$ cat config.mk
export PLATFORM = sky130hd
export DESIGN_NAME = fixed_to_fp16
export DESIGN_NICKNAME = d
export VERILOG_FILES = /design/src/rtl/fixed_to_fp16.sv
export SDC_FILE = /design/constraint.sdc
export NUM_CORES = 1
export LEC_CHECK = 0
export CAP_MARGIN = 0
export CORE_MARGIN = 1
export CORE_UTILIZATION = 40
export DETAILED_ROUTE_END_ITERATION = 7
export GPL_TIMING_DRIVEN = 1
export PLACE_DENSITY = 0.57
export SYNTH_ARGS = -nofsm -noshare
export SYNTH_HDL_FRONTEND = slang
export SYNTH_SLANG_ARGS = --single-unit
$ cat constraint.sdc
create_clock -name clk -period 5.57 [get_ports clk]
set_clock_uncertainty 0.15 [all_clocks]
set_input_delay 1.114 -clock clk [delete_from_list [all_inputs] [get_ports clk]]
set_output_delay 1.114 -clock clk [all_outputs]
set_load 0.02 [all_outputs]
$ cat src/rtl/fixed_to_fp16.sv
// -----------------------------------------------------------------------------
// fixed_to_fp16
//   Streaming encoder from signed two's-complement fixed-point (value =
//   in_data / 2^FRAC_BITS) to IEEE-754 binary16. Rounding is round-to-nearest-
//   even. Magnitudes above the FP16 range saturate to +/-inf. Small values
//   denormalise to subnormals. A zero input, or a result that rounds to zero,
//   is always encoded as +0. NaN is never produced.
//
//   Pipeline (all three stages advance together, bubbles are kept):
//     S1  sign extraction and absolute value
//     S2  leading-zero count, normalisation, unbiased->biased exponent
//     S3  11-bit significand select, guard/sticky, RNE, overflow/subnormal
//         pack into the registered output
//   adv = !out_valid | out_ready, and in_ready = adv.
//   Latency is 3 cycles from accept to out_valid. Throughput is 1 word/cycle.
//
// Parameters
//   IN_W       input width, 8..32
//   FRAC_BITS  input fractional bits, 0..IN_W-1
//
// Ports
//   clk          in   1     rising-edge clock
//   rst_n        in   1     asynchronous active-low reset
//   in_valid     in   1     input word valid
//   in_ready     out  1     input accepted this cycle when in_valid is high
//   in_data      in   IN_W  signed fixed-point input
//   out_valid    out  1     out_data valid
//   out_ready    in   1     downstream accepts output
//   out_data     out  16    FP16 result {sign, exp[4:0], frac[9:0]}
//   out_inexact  out  1     result was rounded or overflowed
//                           (present only with FP16_INEXACT_EN)
//
// Build option
//   FP16_INEXACT_EN  when defined, adds the registered out_inexact flag.
//                    out_data is identical in both builds.
// -----------------------------------------------------------------------------
module fixed_to_fp16 #(
    parameter int IN_W      = 16,
    parameter int FRAC_BITS = 8
) (
    input  logic            clk,
    input  logic            rst_n,
    input  logic            in_valid,
    output logic            in_ready,
    input  logic [IN_W-1:0] in_data,
    output logic            out_valid,
    input  logic            out_ready,
    output logic [15:0]     out_data
`ifdef FP16_INEXACT_EN
    ,
    output logic            out_inexact
`endif
);

    // Width of the leading-zero count. It must hold IN_W itself for a zero word.
    localparam int LZW = $clog2(IN_W + 1);
    // The normalised significand is padded with zeros so that a subnormal
    // right shift never pushes set bits off the bottom. All shifted-out
    // information then stays visible to the sticky OR.
    localparam int PAD = 32;
    localparam int WW  = IN_W + PAD;
    // Biased exponent of a word whose MSB is at bit IN_W-1 (lzc = 0).
    localparam int EBASE = IN_W - 1 - FRAC_BITS + 15;

    // Index of the highest set bit, expressed as a count of leading zeros.
    // Scanning upward lets the highest set bit win. A zero word yields IN_W.
    function automatic logic [LZW-1:0] lzc_f(input logic [IN_W-1:0] v);
        logic [LZW-1:0] cnt;
        cnt = LZW'(IN_W);
        for (int i = 0; i < IN_W; i++) begin
            cnt = v[i] ? LZW'(IN_W - 1 - i) : cnt;
        end
        return cnt;
    endfunction

    // ---------------------------------------------------------------------
    // Handshake
    // ---------------------------------------------------------------------
    logic adv_s;
    logic out_valid_q;
    logic [15:0] out_data_q;

    assign adv_s     = ~out_valid_q | out_ready;
    assign in_ready  = adv_s;
    assign out_valid = out_valid_q;
    assign out_data  = out_data_q;

    // ---------------------------------------------------------------------
    // Stage 1: sign and magnitude
    // ---------------------------------------------------------------------
    logic            s1_valid_q;
    logic            s1_sign_q;
    logic [IN_W-1:0] s1_mag_q;
    logic            s1_sign_d;
    logic [IN_W-1:0] s1_mag_d;

    // Absolute value. The most negative input maps onto 2^(IN_W-1), which
    // still fits as an unsigned IN_W-bit magnitude.
    always_comb begin
        s1_sign_d = in_data[IN_W-1];
        if (s1_sign_d) begin
            s1_mag_d = ~in_data + IN_W'(1);
        end else begin
            s1_mag_d = in_data;
        end
    end

    // Stage-1 register. Payload is captured only on an input transfer.
    always_ff @(posedge clk or negedge rst_n) begin
        if (!rst_n) begin
            s1_valid_q <= 1'b0;
            s1_sign_q  <= 1'b0;
            s1_mag_q   <= '0;
        end else if (adv_s) begin
            s1_valid_q <= in_valid;
            if (in_valid) begin
                s1_sign_q <= s1_sign_d;
                s1_mag_q  <= s1_mag_d;
            end
        end
    end

    // ---------------------------------------------------------------------
    // Stage 2: normalise
    // ---------------------------------------------------------------------
    logic                   s2_valid_q;
    logic                   s2_sign_q;
    logic                   s2_zero_q;
    logic [IN_W-1:0]        s2_norm_q;
    logic signed [7:0]      s2_bexp_q;
    logic [LZW-1:0]         lzc_s;
    logic [IN_W-1:0]        s2_norm_d;
    logic signed [7:0]      s2_bexp_d;
    logic                   s2_zero_d;

    // Move the leading one to the top bit. The biased exponent is
    // (IN_W-1-lzc) - FRAC_BITS + 15. It can go negative for deep
    // subnormals, hence the signed 8-bit carrier.
    always_comb begin
        lzc_s     = lzc_f(s1_mag_q);
        s2_norm_d = s1_mag_q << lzc_s;
        s2_bexp_d = 8'(EBASE) - 8'(lzc_s);
        s2_zero_d = (s1_mag_q == '0);
    end

    // Stage-2 register. Payload moves only with a valid stage-1 word.
    always_ff @(posedge clk or negedge rst_n) begin
        if (!rst_n) begin
            s2_valid_q <= 1'b0;
            s2_sign_q  <= 1'b0;
            s2_zero_q  <= 1'b0;
            s2_norm_q  <= '0;
            s2_bexp_q  <= 8'sd0;
        end else if (adv_s) begin
            s2_valid_q <= s1_valid_q;
            if (s1_valid_q) begin
                s2_sign_q <= s1_sign_q;
                s2_zero_q <= s2_zero_d;
                s2_norm_q <= s2_norm_d;
                s2_bexp_q <= s2_bexp_d;
            end
        end
    end

    // ---------------------------------------------------------------------
    // Stage 3: round and pack
    // ---------------------------------------------------------------------
    logic              normal_s;
    logic signed [7:0] den_s;
    logic [5:0]        sh_s;
    logic [WW-1:0]     work_s;
    logic [10:0]       mant_s;
    logic              guard_s;
    logic              sticky_s;
    logic              rnd_up_s;
    logic [11:0]       mant_r_s;
    logic signed [7:0] exp_fin_s;
    logic [14:0]       sub_mag_s;
    logic [15:0]       res_s;
`ifdef FP16_INEXACT_EN
    logic              inx_s;
    logic              out_inexact_q;
    assign out_inexact = out_inexact_q;
`endif

    // Subnormals reuse the normal rounding path. The significand is first
    // shifted right so that its bit 10 carries weight 2^-14. The same
    // 11-bit/guard/sticky split then yields the subnormal fraction. A round
    // carry into bit 10 naturally becomes exponent field 1 with fraction 0.
    always_comb begin
        normal_s  = (s2_bexp_q > 8'sd0);
        den_s     = 8'sd1 - s2_bexp_q;
        if (normal_s) begin
            sh_s = 6'd0;
        end else if (den_s > 8'sd31) begin
            sh_s = 6'd31;
        end else begin
            sh_s = den_s[5:0];
        end
        work_s    = {s2_norm_q, {PAD{1'b0}}} >> sh_s;
        mant_s    = work_s[WW-1 -: 11];
        guard_s   = work_s[WW-12];
        sticky_s  = |work_s[WW-13:0];
        rnd_up_s  = guard_s & (sticky_s | mant_s[0]);
        mant_r_s  = {1'b0, mant_s} + {11'd0, rnd_up_s};
        exp_fin_s = s2_bexp_q + $signed({7'd0, mant_r_s[11]});
        sub_mag_s = {4'd0, mant_r_s[10:0]};
        res_s     = 16'h0000;
`ifdef FP16_INEXACT_EN
        inx_s     = 1'b0;
`endif
        if (s2_zero_q) begin
            res_s = 16'h0000;
        end else if (normal_s) begin
            if (exp_fin_s >= 8'sd31) begin
                res_s = {s2_sign_q, 5'h1F, 10'h000};
`ifdef FP16_INEXACT_EN
                inx_s = 1'b1;
`endif
            end else begin
                // On a mantissa carry, mant_r_s[9:0] is already zero.
                res_s = {s2_sign_q, exp_fin_s[4:0], mant_r_s[9:0]};
`ifdef FP16_INEXACT_EN
                inx_s = guard_s | sticky_s;
`endif
            end
        end else begin
            // A tiny value that rounds to zero is emitted as +0, never -0.
            res_s = {s2_sign_q & (sub_mag_s != 15'd0), sub_mag_s};
`ifdef FP16_INEXACT_EN
            inx_s = guard_s | sticky_s;
`endif
        end
    end

    // Output register. out_data holds while the downstream stalls.
    always_ff @(posedge clk or negedge rst_n) begin
        if (!rst_n) begin
            out_valid_q   <= 1'b0;
            out_data_q    <= 16'h0000;
`ifdef FP16_INEXACT_EN
            out_inexact_q <= 1'b0;
`endif
        end else if (adv_s) begin
            out_valid_q <= s2_valid_q;
            if (s2_valid_q) begin
                out_data_q    <= res_s;
`ifdef FP16_INEXACT_EN
                out_inexact_q <= inx_s;
`endif
            end
        end
    end

endmodule

* Yosys cells after proc, flatten, opt, wreduce, memory -nomap -nowiden
Cells that the tools add are included.
** Storage, ports and cells
- Register bits :: 62
- Bits of input ports :: 20
- Output and inout port bits :: 18
- Word-level logic and storage cells :: 54
** Operators by class
- Add/subtract/negate cells :: 5
- Order comparisons :: 3
- Shifts and indexed selects :: 2
- Multiplexer cells :: 22
- Bitwise operators :: 6
- Reduce and logical (&&, ||, !) cells :: 6
** Operators with widths (number)
- 2-to-1 mux 5 bit :: 16
- 2-to-1 mux 16 bit :: 3
- >> shifter 48 x 6 -> 48 bit :: 1
- OR reduction 36 bit :: 1
- adder 16 x 1 -> 16 bit (second input constant) :: 1
- logical NOT 16 bit :: 1
- NOT 16 bit :: 1
- left shift 16 x 5 -> 16 bit :: 1
- 2-to-1 mux 15 bit :: 1
- adder 11 x 1 -> 12 bit :: 1
- 2-to-1 mux 6 bit :: 2
- nonzero test 11 bit :: 1
- adder 8 x 2 -> 8 bit :: 1
- >= comparator 8 x 6 -> 1 bit (second input constant) :: 1
- > comparator 8 x 1 -> 1 bit (second input constant) :: 1
- > comparator 8 x 6 -> 1 bit (second input constant) :: 1
- subtractor 2 x 8 -> 8 bit (first input constant) :: 1
- AND reduction 2 bit :: 3
- subtractor 5 x 5 -> 6 bit (first input constant) :: 1
- bitwise AND 1 bit :: 2
- OR 1 bit :: 2
- NOT 1 bit :: 1

* Depth between registers and ports, before layout
- Depth in word-level cells :: 17
- Gate-level depth with buffers :: 21
- Gate-level depth less buffers :: 18

* Least setup slack after synthesis
No wires, ideal clock.
- Path type :: register -> register
- Start :: register s2_bexp_q[2]
- End :: register out_data_q[0] (netlist: out_data[0])
- Library setup time :: 0.083 ns
- Data arrival time :: 4.295 ns
- Data required time :: 5.337 ns
- Slack :: 1.042 ns
- Cell stages (with the launch flop) :: 21
- Cells stage by stage :: dfrtp_1 > buf_2 > inv_1 > ha_1 > nand4bb_4 > buf_6 > nand2_1 > or2_4 > buf_6 > or3_1 > or2_2 > or4_1 > nor2_1 > ha_1 > ha_1 > xnor2_1 > nor2_1 > a41o_1 > a211oi_1 > inv_1 > o21ai_0
** Between the ends
- Cells in the longest elaborated chain, start to end :: 14
- Elaborated cells on any way between the ends :: 15
- Classes of those cells :: add/sub (3); order compare (3); shift (1); mux (5); bitwise (2); reduce/logical (1)
** RTL lines
- start: declaration :: RTL line 130 : logic signed [7:0] s2_bexp_q;
- start signal: assignment :: RTL line 160 : s2_bexp_q <= s2_bexp_d;
- subtractor 2 x 8 -> 8 bit :: RTL line 192 : den_s = 8'sd1 - s2_bexp_q;
- > comparator 8 x 6 -> 1 bit :: RTL line 195 : end else if (den_s > 8'sd31) begin
- 2-to-1 mux 6 bit :: RTL line 195
- 2-to-1 mux 6 bit :: RTL line 193 : if (normal_s) begin
- >> shifter 48 x 6 -> 48 bit :: RTL line 200 : work_s = {s2_norm_q, {PAD{1'b0}}} >> sh_s;
- OR reduction 36 bit :: RTL line 203 : sticky_s = |work_s[WW-13:0];
- OR 1 bit :: RTL line 204 : rnd_up_s = guard_s & (sticky_s | mant_s[0]);
- bitwise AND 1 bit :: RTL line 204
- adder 11 x 1 -> 12 bit :: RTL line 205 : mant_r_s = {1'b0, mant_s} + {11'd0, rnd_up_s};
- adder 8 x 2 -> 8 bit :: RTL line 206 : exp_fin_s = s2_bexp_q + $signed({7'd0, mant_r_s[11]});
- >= comparator 8 x 6 -> 1 bit :: RTL line 215 : if (exp_fin_s >= 8'sd31) begin
- 2-to-1 mux 15 bit :: RTL line 215
- 2-to-1 mux 16 bit (*) :: RTL line 214 : end else if (normal_s) begin
- 2-to-1 mux 16 bit (*) :: RTL line 212 : if (s2_zero_q) begin
- end signal: assignment :: RTL line 247 : out_data_q <= res_s;
- end: declaration :: RTL line 81 : logic [15:0] out_data_q;
Every way passes the cells marked *; elsewhere a longest branch is shown, timed or not.
A chain may end at the register's enable or synchronous reset.

* Final worst setup path
- Start :: register s2_bexp_q[2]
- End :: register out_data_q[6] (netlist: out_data[6])
The elaborated chain is that of the path after synthesis.

==> results.txt <==
# setup viols final - 0
# clock sinks - 60
Vias per cell - 6.09
Power, Total - 2.61 mW
Later-pin clock latency in the skew report - 0.34 ns
PortBufs - 37
Setup TNS Final - 0 ns
Cts hold-fix bufs - 0
Syn avg cell area - 7.98 µm²
Worst-Margin Slew - 1.09 ns
Total of max-cap violations - 0
Ports - 38
Synth Warn # - 0
Placer Congestion - 0.929
Clock-pin slew on the worst setup and hold paths - 0.06 ns
Deepest clock path buffer count - 2
Die X - 115 µm
Cells after synthesis - 635
Final Critical Period - 5.18 ns
Reg-to-Reg End - out_data[6]
Post-route clock period utilization - 92.9%
Maximum fanout along the worst path - 18
Number of cells on the worst reg-to-reg path - 19
Syn-to-layout area delta - 13.7%
Power Dens Cells - 452 nW/µm²
Post-Route WL - 14700 µm
Reg2reg start - s2_bexp_q[2]
Layout Cell Area excl Fill - 5760 µm²
Crit path kind - reg -> reg
Vias - 5015
Fmax - 193 MHz
Initial antenna violation count - 0
Layout Nets - 678
Global-route wire length before repair - 24000 µm
Inserted Clock Buffers - 9
Seq cells post-synth - 60
1st-pass router iterations - 5
Hold WC Path Type - reg -> reg
Total core area - 12200 µm²
Post-synth ARST share - 100%
Avg WL per Cell - 17.8 µm
FF+latch area - 1500 µm²
Post-Syn Area - 5070 µm²
Rows - 40
Fin cells - 823
Placed instance count - 808
Total gr overflow - 0
Number of remaining DRC errors - 0
Ant diodes - 0
H-tree depth - 3
Slew HR - 26.8%
Number of nets with antenna violations after routing - 0
Top FF cell, synth - dfrtp_1
Synth unique cells - 87
Final hold violation count - 0
Leak Pwr - 2.23 nW
Outcome - completed
Root buf cell - clkbuf_16
Critical path required time - 5.67 ns
Critical path startpoint - s2_bexp_q[2]
DRT iter0 DRCs - 567
Fillers - 1219
Cell Area, Placed - 5500 µm²
RSZ-0062 raised after global routing - no
VDD IR max - 207 µV
Number of synthesized flops with an enable pin - 0
Crit path to - out_data[6]
Register area share after synthesis - 29.6%
Flop-to-flop setup slack - 0.39 ns
Largest net degree at the start of global routing - 61
CP Capture Type - flip-flop
Die H - 115 µm
Vias in the first global route - 4565
CTS tree - yes
Global Route Usage Sum - 23.6%
Share of cells above drive strength 1 - 8.85%
Footprint of the multi-input gates - 3280 µm²
Startpoint Class - flip-flop
Die Area - 13100 µm²
Post-DP HPWL - 10800 µm
CP arrival - 5.27 ns
Syn_nets - 662
Initial Util - 41.7%
Final Slew Violations - 0
==> where the power goes <==
| group | internal, mW | switching (mW) |
|---|---|---|
| Sequential | 0.589 | 0.217 |
| Clock | 0.295 | 0.199 |
| Combinational | 0.561 | 0.743 |
| Total | 1.45 | 1.16 |
==> timing repair <==
| action | CTS | global route |
|---|---|---|
| buffers inserted | 0 | 0 |
| setup endpoints to repair | 0 | 7 |
| resized for setup | 0 | 1 |
==> cells in the mapped netlist, drive strengths merged, types with 14 or more instances <==
master / instances / area [µm²]
nor2: 56 / 220
dfrtp: 60 / 1500
nand2: 76 / 285
a21oi: 45 / 225
or3: 14 / 98.9
clkbuf: 33 / 134
inv: 16 / 60.1
nor3: 20 / 100
o211ai: 16 / 134
nand3: 16 / 80.1
o21ai: 58 / 294
==> critical path: stages, from the launching register on <==
cell       delay (ns)
dfrtp_1          0.58
inv_1            0.08
ha_1             0.37
and4bb_2         0.35
nor2_4           0.37
mux2_2           0.26
o2bb2ai_1        0.10
o32ai_1          0.40
nand3_1          0.26
or2_2            0.41
nor2_1           0.15
ha_1             0.18
ha_1             0.21
xnor2_1          0.15
nor2_1           0.07
a41o_1           0.25
a211oi_1         0.26
buf_4            0.19
inv_1            0.10
o21ai_0          0.20
==> kinds of logic (layout without fill, tap and decap cells) <==
logic type                 count (synthesis)  after routing  synth area share [%]
buffers and inverters                     60             80                  5.75
and+or+nand+nor                          238            238                  23.8
AOI/OAI and AO/OA                        231            231                  31.4
DFF                                       60             60                  29.6
muxes                                     13             13                  3.28
adders and majority gates                  7              7                  1.73
xor gates and xnor gates                  26             26                  4.49
==> state kept, by name, summed over array words and instances, names as in the netlist <==
name        count
out_data       16
s1_mag_q       16
s2_norm_q      16
s2_bexp_q       6
out_valid       1
s1_sign_q       1
s1_valid_q      1
s2_sign_q       1
s2_valid_q      1
s2_zero_q       1
==> routing by layer <==
metal  GRT usage (%)  routed length, µm  up-vias
met1            35.9               7160     2413
met2            33.3               6270      184
met3            3.92                963       18
met5               0                  0        -
li1                -                  -     2400
met4            8.48                286        0
==> cell usage in the layout, fill, tap and decap left out, types with 7 or more instances in the layout <==
cell | synthesis | routed
a22o_1 | 11 | 11
clkdlybuf4s50_1 | 0 | 36
xor2_1 | 13 | 13
dfrtp_1 | 60 | 60
and2_1 | 7 | 7
clkbuf_16 | 0 | 9
o31ai_1 | 11 | 11
nor2_1 | 54 | 54
a211oi_1 | 12 | 12
o21a_1 | 9 | 9
o211ai_1 | 15 | 15
ha_1 | 7 | 7
a21oi_1 | 45 | 45
or3_1 | 11 | 11
buf_4 | 0 | 11
o22a_1 | 7 | 7
nor4_1 | 9 | 9
nand2b_1 | 8 | 8
nand3_1 | 16 | 16
a21o_1 | 7 | 7
nand2_1 | 76 | 75
nor3_1 | 20 | 20
xnor2_1 | 13 | 13
inv_1 | 16 | 16
o21ai_0 | 55 | 55
==> worst min path at each step <==
stage	startpoint	to	slack, ns	depth (start not counted)
3_3_place_gp	out_data[13]	out_data[13]	0.30	2
4_1_cts	s2_valid_q	out_valid	0.32	2
6_report	s2_valid_q	out_valid	0.32	2
5_1_grt	out_data[11]	out_data[11]	0.34	2
3_5_place_dp	s2_valid_q	out_valid	0.31	2
2_1_floorplan	s1_sign_q	s2_sign_q	0.28	2
==> stage by stage <==
stage          hold WS, ns  setup slack, ns  utilization (%)
6_report             0.316            0.395             47.4
5_1_grt              0.342          0.00604             47.4
4_1_cts              0.321            0.402             47.3
3_5_place_dp         0.308            0.469             45.2
3_3_place_gp         0.302            0.611             45.2
2_1_floorplan        0.285             1.04                -
==> final cells by class <==
| class | count | area share [%] |
|---|---|---|
| clock inverters | 5 | 0.521 |
| inverters | 17 | 1.11 |
| clock buffers | 10 | 3.98 |
| repair buffers | 48 | 7.78 |
| multi-input cells | 515 | 56.9 |
| flip-flops and latches | 60 | 26.1 |
| well taps | 168 | 3.65 |
(Power assumes the default switching activity.)
